[src/rtl/m00_axis_rd_pkg.sv]
// Shared types and constants for the RAM-to-AXI4-Stream reader.
package m00_axis_rd_pkg;

  typedef enum logic [1:0] {
    ST_IDLE  = 2'd0,
    ST_RUN   = 2'd1,
    ST_DRAIN = 2'd2
  } state_e;

  localparam logic [3:0] DBG_IDLE  = 4'd0;
  localparam logic [3:0] DBG_RUN   = 4'd1;
  localparam logic [3:0] DBG_DRAIN = 4'd2;

  localparam int   FIFO_DEPTH = 4;
  localparam logic TSTRB_BIT  = 1'b1;

  function automatic logic [3:0] dbg_code(input state_e s);
    logic [3:0] code;
    case (s)
      ST_IDLE:  code = DBG_IDLE;
      ST_RUN:   code = DBG_RUN;
      ST_DRAIN: code = DBG_DRAIN;
      default:  code = DBG_IDLE;
    endcase
    return code;
  endfunction

endpackage

[src/rtl/m00_axis_ram_reader_fifo.sv]
// 4-entry synchronous FIFO (axis_rd_fifo) holding RAM read data until the stream accepts it.
module axis_rd_fifo
  import m00_axis_rd_pkg::*;
#(
  parameter int WIDTH = 32
) (
  input  logic             clk,
  input  logic             rst_n,
  input  logic             push,
  input  logic [WIDTH-1:0] wdata,
  input  logic             pop,
  output logic [WIDTH-1:0] rdata,
  output logic [2:0]       count,
  output logic             empty
);

  logic [WIDTH-1:0] mem_q [FIFO_DEPTH];
  logic [WIDTH-1:0] mem_d [FIFO_DEPTH];
  logic [1:0]       wr_ptr_q, wr_ptr_d;
  logic [1:0]       rd_ptr_q, rd_ptr_d;
  logic [2:0]       count_q, count_d;
  logic             do_push_s, do_pop_s;

  always_comb begin
    mem_d     = mem_q;
    wr_ptr_d  = wr_ptr_q;
    rd_ptr_d  = rd_ptr_q;
    count_d   = count_q;
    do_push_s = push && (count_q != 3'd4);
    do_pop_s  = pop && (count_q != 3'd0);
    if (do_push_s) begin
      mem_d[wr_ptr_q] = wdata;
      wr_ptr_d        = wr_ptr_q + 2'd1;
    end else begin
      wr_ptr_d = wr_ptr_q;
    end
    if (do_pop_s) begin
      rd_ptr_d = rd_ptr_q + 2'd1;
    end else begin
      rd_ptr_d = rd_ptr_q;
    end
    case ({do_push_s, do_pop_s})
      2'b10:   count_d = count_q + 3'd1;
      2'b01:   count_d = count_q - 3'd1;
      default: count_d = count_q;
    endcase
  end

  always_ff @(posedge clk or negedge rst_n) begin
    if (!rst_n) begin
      for (int i = 0; i < FIFO_DEPTH; i++) begin
        mem_q[i] <= '0;
      end
      wr_ptr_q <= 2'd0;
      rd_ptr_q <= 2'd0;
      count_q  <= 3'd0;
    end else begin
      mem_q    <= mem_d;
      wr_ptr_q <= wr_ptr_d;
      rd_ptr_q <= rd_ptr_d;
      count_q  <= count_d;
    end
  end

  assign rdata = mem_q[rd_ptr_q];
  assign count = count_q;
  assign empty = (count_q == 3'd0);

endmodule

[src/rtl/m00_axis_ram_reader.sv]
// Streams len words from RAM address 0 onward as one AXI4-Stream packet.
// Optional debug word enabled by defining M00_AXIS_RD_DEBUG_EN.
module m00_axis_ram_reader
  import m00_axis_rd_pkg::*;
#(
  parameter int DATA_WIDTH = 32,
  parameter int ADDR_WIDTH = 10
) (
  input  logic                    M_AXIS_ACLK,
  input  logic                    M_AXIS_ARESETN,
  input  logic                    start,
  input  logic [ADDR_WIDTH:0]     len,
  output logic                    busy,
  output logic                    done,
  output logic                    RAM_REN,
  output logic [ADDR_WIDTH-1:0]   RAM_RADDR,
  input  logic [DATA_WIDTH-1:0]   RAM_RDATA,
  output logic                    M_AXIS_TVALID,
  output logic [DATA_WIDTH-1:0]   M_AXIS_TDATA,
  output logic [DATA_WIDTH/8-1:0] M_AXIS_TSTRB,
  output logic                    M_AXIS_TLAST,
  input  logic                    M_AXIS_TREADY,
  output logic [31:0]             debug_state
);

  localparam int              LW      = ADDR_WIDTH + 1;
  localparam logic [LW-1:0]   ONE_L   = LW'(1);
  localparam logic [LW-1:0]   MAX_LEN = {1'b1, {ADDR_WIDTH{1'b0}}};

  state_e          state_q, state_d;
  logic [LW-1:0]   len_q, len_d;
  logic [LW-1:0]   rd_addr_q, rd_addr_d;
  logic [LW-1:0]   beat_q, beat_d;
  logic            inflight_q, inflight_d;
  logic            done_q, done_d;

  logic [2:0]            fifo_count_s;
  logic                  fifo_empty_s;
  logic [DATA_WIDTH-1:0] fifo_rdata_s;
  logic [3:0]            occ_s;
  logic                  ren_s, tvalid_s, tlast_s, hs_s, last_hs_s;

  // Reads in flight are counted against the FIFO so every issued read has a slot.
  assign occ_s     = {1'b0, fifo_count_s} + {3'b000, inflight_q};
  assign ren_s     = (state_q == ST_RUN) && (occ_s < 4'd4);
  assign tvalid_s  = !fifo_empty_s;
  assign tlast_s   = tvalid_s && (beat_q == (len_q - ONE_L));
  assign hs_s      = tvalid_s && M_AXIS_TREADY;
  assign last_hs_s = hs_s && tlast_s;

  always_comb begin
    state_d    = state_q;
    len_d      = len_q;
    rd_addr_d  = rd_addr_q;
    beat_d     = beat_q;
    inflight_d = ren_s;
    done_d     = last_hs_s;
    case (state_q)
      ST_IDLE: begin
        if (start && (len != '0)) begin
          state_d   = ST_RUN;
          len_d     = (len > MAX_LEN) ? MAX_LEN : len;
          rd_addr_d = '0;
          beat_d    = '0;
        end else begin
          state_d = ST_IDLE;
        end
      end
      ST_RUN: begin
        if (ren_s) begin
          rd_addr_d = rd_addr_q + ONE_L;
          if (rd_addr_q == (len_q - ONE_L)) begin
            state_d = ST_DRAIN;
          end else begin
            state_d = ST_RUN;
          end
        end else begin
          rd_addr_d = rd_addr_q;
        end
        if (hs_s) begin
          beat_d = beat_q + ONE_L;
        end else begin
          beat_d = beat_q;
        end
      end
      ST_DRAIN: begin
        if (hs_s) begin
          beat_d = beat_q + ONE_L;
        end else begin
          beat_d = beat_q;
        end
        if (last_hs_s) begin
          state_d = ST_IDLE;
        end else begin
          state_d = ST_DRAIN;
        end
      end
      default: state_d = ST_IDLE;
    endcase
  end

  always_ff @(posedge M_AXIS_ACLK or negedge M_AXIS_ARESETN) begin
    if (!M_AXIS_ARESETN) begin
      state_q    <= ST_IDLE;
      len_q      <= '0;
      rd_addr_q  <= '0;
      beat_q     <= '0;
      inflight_q <= 1'b0;
      done_q     <= 1'b0;
    end else begin
      state_q    <= state_d;
      len_q      <= len_d;
      rd_addr_q  <= rd_addr_d;
      beat_q     <= beat_d;
      inflight_q <= inflight_d;
      done_q     <= done_d;
    end
  end

  axis_rd_fifo #(
    .WIDTH (DATA_WIDTH)
  ) u_fifo (
    .clk   (M_AXIS_ACLK),
    .rst_n (M_AXIS_ARESETN),
    .push  (inflight_q),
    .wdata (RAM_RDATA),
    .pop   (hs_s),
    .rdata (fifo_rdata_s),
    .count (fifo_count_s),
    .empty (fifo_empty_s)
  );

  assign busy          = (state_q != ST_IDLE);
  assign done          = done_q;
  assign RAM_REN       = ren_s;
  assign RAM_RADDR     = rd_addr_q[ADDR_WIDTH-1:0];
  assign M_AXIS_TVALID = tvalid_s;
  assign M_AXIS_TDATA  = fifo_rdata_s;
  assign M_AXIS_TLAST  = tlast_s;
  assign M_AXIS_TSTRB  = {(DATA_WIDTH/8){TSTRB_BIT}};

`ifdef M00_AXIS_RD_DEBUG_EN
  logic [15:0] xfer_cnt_q, xfer_cnt_d;
  logic        xfer_act_q, xfer_act_d;

  // Transfer clock count spans first-beat through last-beat handshake inclusive.
  always_comb begin
    xfer_cnt_d = xfer_cnt_q;
    xfer_act_d = xfer_act_q;
    if (hs_s && (beat_q == '0)) begin
      xfer_cnt_d = 16'd1;
      xfer_act_d = !last_hs_s;
    end else if (xfer_act_q) begin
      xfer_cnt_d = xfer_cnt_q + 16'd1;
      xfer_act_d = !last_hs_s;
    end else begin
      xfer_cnt_d = xfer_cnt_q;
      xfer_act_d = 1'b0;
    end
  end

  always_ff @(posedge M_AXIS_ACLK or negedge M_AXIS_ARESETN) begin
    if (!M_AXIS_ARESETN) begin
      xfer_cnt_q <= 16'd0;
      xfer_act_q <= 1'b0;
    end else begin
      xfer_cnt_q <= xfer_cnt_d;
      xfer_act_q <= xfer_act_d;
    end
  end

  assign debug_state = {dbg_code(state_q), {1'b0, fifo_count_s}, 8'h00, xfer_cnt_q};
`else
  assign debug_state = 32'h0000_0000;
`endif

endmodule

[config.mk]
export PLATFORM = sky130hd
export DESIGN_NAME = m00_axis_ram_reader
export DESIGN_NICKNAME = d
export VERILOG_FILES = /design/src/rtl/m00_axis_rd_pkg.sv /design/src/rtl/m00_axis_ram_reader_fifo.sv /design/src/rtl/m00_axis_ram_reader.sv
export SDC_FILE = /design/constraint.sdc
export NUM_CORES = 1
export LEC_CHECK = 0
export ABC_AREA = 1
export ABC_CLOCK_PERIOD_IN_PS = 2100
export BUFFER_PORTS_ARGS = -buffer_cell sky130_fd_sc_hd__buf_2
export CORE_MARGIN = 4
export CORE_UTILIZATION = 47
export DETAILED_ROUTE_END_ITERATION = 7
export GPL_ROUTABILITY_DRIVEN = 1
export PLACE_DENSITY = 0.66
export SLEW_MARGIN = 20
export SYNTH_ARGS = -nofsm -noshare
export SYNTH_HDL_FRONTEND = slang
export SYNTH_HIERARCHICAL = 1
export SYNTH_SLANG_ARGS = --single-unit
[constraint.sdc]
create_clock -name M_AXIS_ACLK -period 2.1 [get_ports M_AXIS_ACLK]
set_input_delay 0.21 -clock M_AXIS_ACLK [delete_from_list [all_inputs] [get_ports M_AXIS_ACLK]]
set_output_delay 0.21 -clock M_AXIS_ACLK [all_outputs]
set_load 0.01 [all_outputs]
Word level (Yosys, flattened, before mapping)
Index checks and enable logic that the tools add are counted.
{"block": "totals", "input_bits": 47, "reg_bits": 172}
{"block": "op_classes", "addsub": 8, "bitwise_logic": 2, "magnitude_cmp": 5, "n_mux": 18, "n_eq_ne": 10, "n_reduce_logical": 21}
{"operator": "$bwmux W128", "n": 1}
{"operator": "$mux W32", "n": 3}
{"operator": "$bmux W32 S2", "n": 1}
{"operator": "$demux W32 S2", "n": 1}
{"operator": "$mux W11", "n": 4}
{"operator": "$pmux W11 S2", "n": 2}
{"operator": "$add A11 B1 Y11 const B", "n": 2}
{"operator": "$eq A11 B11 Y1", "n": 2}
{"operator": "$gt A11 B11 Y1 const B", "n": 1}
{"operator": "$reduce_bool A11 Y1", "n": 1}
{"operator": "$sub A11 B1 Y11 const B", "n": 1}
{"operator": "$logic_and A1 B1 Y1", "n": 8}
{"operator": "$reduce_bool A2 Y1", "n": 4}
{"operator": "$ge A3 B3 Y1 const B", "n": 2}
{"operator": "$mux W2", "n": 3}
{"operator": "$not A2 Y3", "n": 2}
{"operator": "$pmux W2 S3", "n": 1}
{"operator": "$pmux W3 S2", "n": 1}
{"operator": "$reduce_and A3 Y1", "n": 2}
{"operator": "$add A2 B1 Y2 const B", "n": 2}
{"operator": "$add A3 B1 Y4", "n": 1}
{"operator": "$eq A2 B1 Y1 const B", "n": 2}
{"operator": "$eq A2 B2 Y1 const B", "n": 2}
{"operator": "$lt A4 B3 Y1 const B", "n": 1}
{"operator": "13 further kinds", "n": 14}

Logic depth before layout (Yosys ltp)
{"block": "logic_depth", "depth_word": 6, "ltp_mapped": 17}

Hierarchy
The synthesis kept the hierarchy.
{"mod": "axis_rd_fifo", "cells_per_inst": 840, "seq_area_each_um2": 3378.2, "area_each_um2": 6711.4, "n_inst": 1}
{"mod": "m00_axis_ram_reader", "cells_per_inst": 438, "seq_area_each_um2": 925.9, "area_each_um2": 3055.4, "n_inst": 1}

Worst setup path after synthesis
No wires, ideal clock.
{"block": "synth_timing", "kind": "register to output", "startpoint": "reg len_q[0]", "endpoint": "out M_AXIS_TLAST", "path_buffers": 0, "stages_incl_launch_ff": 9, "path_slack_ps": 64, "t_arrival_ps": 1826, "path_cell_list": "dfrtp_1 -> inv_1 -> ha_1 -> nand2_2 -> o21ai_1 -> nand2_1 -> nand2_1 -> nand3_1 -> nor4_1"}
{"block": "synth_via", "elab_chain_len": 3}
{"element": "start, declared", "line": "m00_axis_ram_reader.sv:31", "rtl": "logic [LW-1:0] len_q, len_d;"}
{"element": "start signal, assigned", "line": "m00_axis_ram_reader.sv:112", "rtl": "len_q <= len_d;"}
{"element": "$sub A11 B1 Y11", "line": "m00_axis_ram_reader.sv:47", "rtl": "assign tlast_s = tvalid_s && (beat_q == (len_q - ONE_L));"}
{"element": "$eq A11 B11 Y1", "line": "m00_axis_ram_reader.sv:47"}
{"element": "$logic_and A1 B1 Y1", "line": "m00_axis_ram_reader.sv:47"}
{"element": "end, declared", "line": "m00_axis_ram_reader.sv:21", "rtl": "output logic M_AXIS_TLAST,"}
Every way passes these cells.

Worst setup path after layout
Ends and elaborated chain as after synthesis.

==> impl_metrics.csv <==
group,metric,value,unit
pwr,leakagePower,0.005614,uW
place,gp_congestion,0.9168,
die,io_pins,130,
die,core,0.02036,mm2
logic_synthesis,synth_area,0.009767,mm2
die,dieArea,0.02315,mm2
routing,drt-total-wl,27.48,mm
critical_path,crit_family,"simple AND/OR/NAND/NOR gates",
routing,routedWlPerCell,16.81,um
routing,routed_via_density,5.510,
pwr,p_sw,9053,uW
final_layout,syn2layout_area_growth,15.32,%
logic_synthesis,ys_ff_latch,172,
cts,root_buffer,"clkbuf_16",
die,die_h,152.2,um
die,start_util,47.96,%
pwr,p_per_area,1745,mW/mm2
pwr,intPower,10610,uW
critical_path,cp.arrival,2160,ps
grt,gr-usage-all-layers,23.65,%
grt,grt_pass1_vias,8718,
status,violations,"setup timing",
critical_path,crit_path_top_delay_cell,"dfrtp_1",
critical_path,crit_buf_inv,2,
pwr,total_power,19660,uW
place,portBuffers,93,
pwr,seqPwrFrac,30.3,%
sta,finalCriticalPeriod,2373,ps
sta,max_freq,421.4,MHz
sta,finalSetupTns,-273.1,ps
cts,cts.sink_count,172,
grt,grt_remaining_overflow,0,
critical_path,critPathCaptureType,"primary output",
critical_path,critPathRequiredTime,1890,ps
die,core.rowCount,52,
critical_path,crit_path_cell_trace,"inv_2 -> ha_4 -> nand2_4 -> nor2_4 -> nand3_1 -> nand3_1 -> nand3_2 -> nor4_4 -> buf_2",
grt,grt_max_degree,135,
place,dpl_cell_area,0.01029,mm2
final_layout,multi_input_area,0.004718,mm2
sta,fin_crit_sh,113.0,%
sta,worst_clock_skew,9.826,ps
cts,clk_latency,440,ps
grt,grt_pass1_wl,45.56,mm
routing,first_pass_iters,5,
sta,rsz0062_at_grt,"yes",
pwr,peakVddDrop,854.9,uV
sta,layout_setup_ws,-273.1,ps
cts,clock_path_buffers,2,
run,cap_violations,0,
final_layout,drive_gt1_share,19.34,%
cts,cts.clk_slew.worst_paths,70,ps
pwr,p_sw_share,46.05,%
cts,h-tree-depth,4,
final_layout,num_antenna_cells,0,
critical_path,cpMostUsedCell,"nand3_1",
pwr,clkPwrFrac,17.7,%
final_layout,finalNetCount,1413,
cts,cts-buffers-inserted,17,
sta,worst_pin_slew,594.2,ps
place,placed_cells,1590,
logic_synthesis,seq_area_frac_synth,44.07,%
critical_path,start_kind,"flop",
status,outcome,"finished, violations left",
sta,finalSetupViolations,1,
critical_path,slowest_delay,400,ps
routing,vias,9009,
grt,antenna_found_initial,2,
place,dp_hpwl,17.43,mm
critical_path,crit_type,"flop to primary output",
sta,finalHoldViolCount,0,
logic_synthesis,synthCells,1278,
sta,drv_slew,0,
final_layout,seqCellArea,0.004313,mm2
routing,drc,0,
die,die_w,152.2,um
pwr,p_comb_share,52.0,%
final_layout,stdcell_count,1635,
critical_path,cp.depth,9,
critical_path,worst-path-max-fanout,4,
sta,slew_headroom,60.39,%
routing,drtIter0Drc,817,
critical_path,reg2reg_depth,15,
final_layout,fillCellCount,1920,
min_path,min_path_type,"primary input to flop",
min_path,whs_path_depth,3,
routing,detail-route-antenna-nets,0,
cts,cts_tree,"done",
logic_synthesis,synthDistinctLibCells,33,
final_layout,stdcell_area,0.01126,mm2
logic_synthesis,ys_warn_count,6,
logic_synthesis,synth_area_per_cell,7.642,um2
layout make-up:
type,count,area share [%]
Tap cell,270,2.999
Clock buffer,20,3.966
Multi-Input combinational cell,943,41.89
Inverter,68,2.277
Clock inverter,11,1.711
Sequential cell,172,38.29
Timing Repair Buffer,151,8.865
power by group through the flow:
stage	clock (uW)	combinational, uW	sequential (uW)
floorplan	0	6810	5660
global placement	0	9180	5890
detailed placement	0	9330	5930
CTS	3540	9700	5910
global route	3690	11400	6140
finish	3490	10200	5950
cells in the mapped netlist:
library cell | number | share of area (%)
buf_4 | 49 | 3.8
nor2_2 | 3 | 0.19
nand2_1 | 382 | 15
nor2_1 | 123 | 4.7
o21ai_2 | 6 | 0.54
nor4_2 | 1 | 0.13
buf_6 | 11 | 1.3
a21oi_2 | 2 | 0.18
xor2_1 | 13 | 1.2
dfrtp_1 | 172 | 44
xnor2_1 | 2 | 0.18
buf_2 | 45 | 2.3
inv_2 | 4 | 0.15
o31ai_1 | 9 | 0.69
a21oi_1 | 3 | 0.15
or2_1 | 1 | 0.064
nand3_2 | 5 | 0.51
conb_1 | 2 | 0.077
o21ai_0 | 48 | 2.5
nand2_2 | 6 | 0.38
nand4_1 | 138 | 8.8
ha_1 | 12 | 1.5
clkbuf_1 | 16 | 0.61
buf_1 | 8 | 0.31
nand2_4 | 4 | 0.46
nor2_4 | 3 | 0.35
nand3b_1 | 1 | 0.077
inv_1 | 64 | 2.5
nand3_1 | 63 | 3.2
fa_1 | 1 | 0.20
nor4_1 | 6 | 0.38
o21ai_1 | 69 | 3.5
nor3_1 | 6 | 0.31
placed cells by master (no fill, tap or decap), drive strengths merged, types with 6 or more instances in the layout:
cell,n
xor2,13
nand4,138
clkbuf,20
nor2,129
conb,36
nand2,392
ha,12
inv,67
nor3,6
o21ai,123
nor4,7
o31ai,9
buf,150
nand3,68
dfrtp,172
sequential cells by signal, summed over array words and instances, names as in the netlist:
| signal | flops |
|---|---|
| inflight_q | 1 |
| u_fifo/wr_ptr_q | 2 |
| u_fifo/rd_ptr_q | 2 |
| len_q | 11 |
| u_fifo/count | 3 |
| done | 1 |
| u_fifo/mem_q | 128 |
| beat_q | 11 |
| state_q | 2 |
| rd_addr_q | 11 |
stage by stage:
step | hold WS (ps) | worst slack [ps] | util (%)
6_report | 20.25 | -273.1 | 55.31
2_1_floorplan | -85.59 | 63.79 | -
5_1_grt | 44.15 | -388.1 | 55.31
3_5_place_dp | 174.0 | 37.08 | 50.55
4_1_cts | 18.30 | -294.6 | 54.49
3_3_place_gp | 176.4 | 57.98 | 50.55
routing by layer:
layer / part of all wire (%) / track usage (%) / wire length, um
met4: 1.6 / 6.764 / 453
met2: 48 / 38.17 / 13320
met5: 0.055 / 0 / 15
met3: 5.6 / 4.999 / 1534
met1: 44 / 32.44 / 12160
cell families (layout without fill, tap and decap cells):
family / count (synthesis) / in the layout / synth area share [%]
DFF: 172 / 172 / 44.07
buffers and inverters: 197 / 250 / 10.88
and+or+nand+nor: 742 / 742 / 34.33
xor gates and xnor gates: 15 / 15 / 1.345
other: 2 / 36 / 0.07689
adders and majority gates: 13 / 13 / 1.742
AOI/OAI and AO/OA: 137 / 137 / 7.558
worst paths after layout:
path                             startpoint                to  slack, ps
max                                len_q[0]      M_AXIS_TLAST       -270
min                                  len[2]          len_q[2]         20
max reg2reg                        len_q[2]        state_q[1]        130
min reg2reg                u_fifo/mem_q[27]  u_fifo/mem_q[27]        460
max in group asynchronous    M_AXIS_ARESETN        inflight_q       1120
min in group asynchronous    M_AXIS_ARESETN  u_fifo/mem_q[97]        270
repair_timing:
item                                   CTS  global route
buffers inserted                         7             8
endpoints found under the hold margin   40             0
gates resized for setup                 28            39
pin swaps                               14            22
setup endpoints to repair                1             9
hold buffers                             1             0
tightest hold or removal path, cell delays in order:
cell and delay (ps):
buf_2 80, nand3_1 60, o21ai_0 70
(Power assumes the default switching activity.)
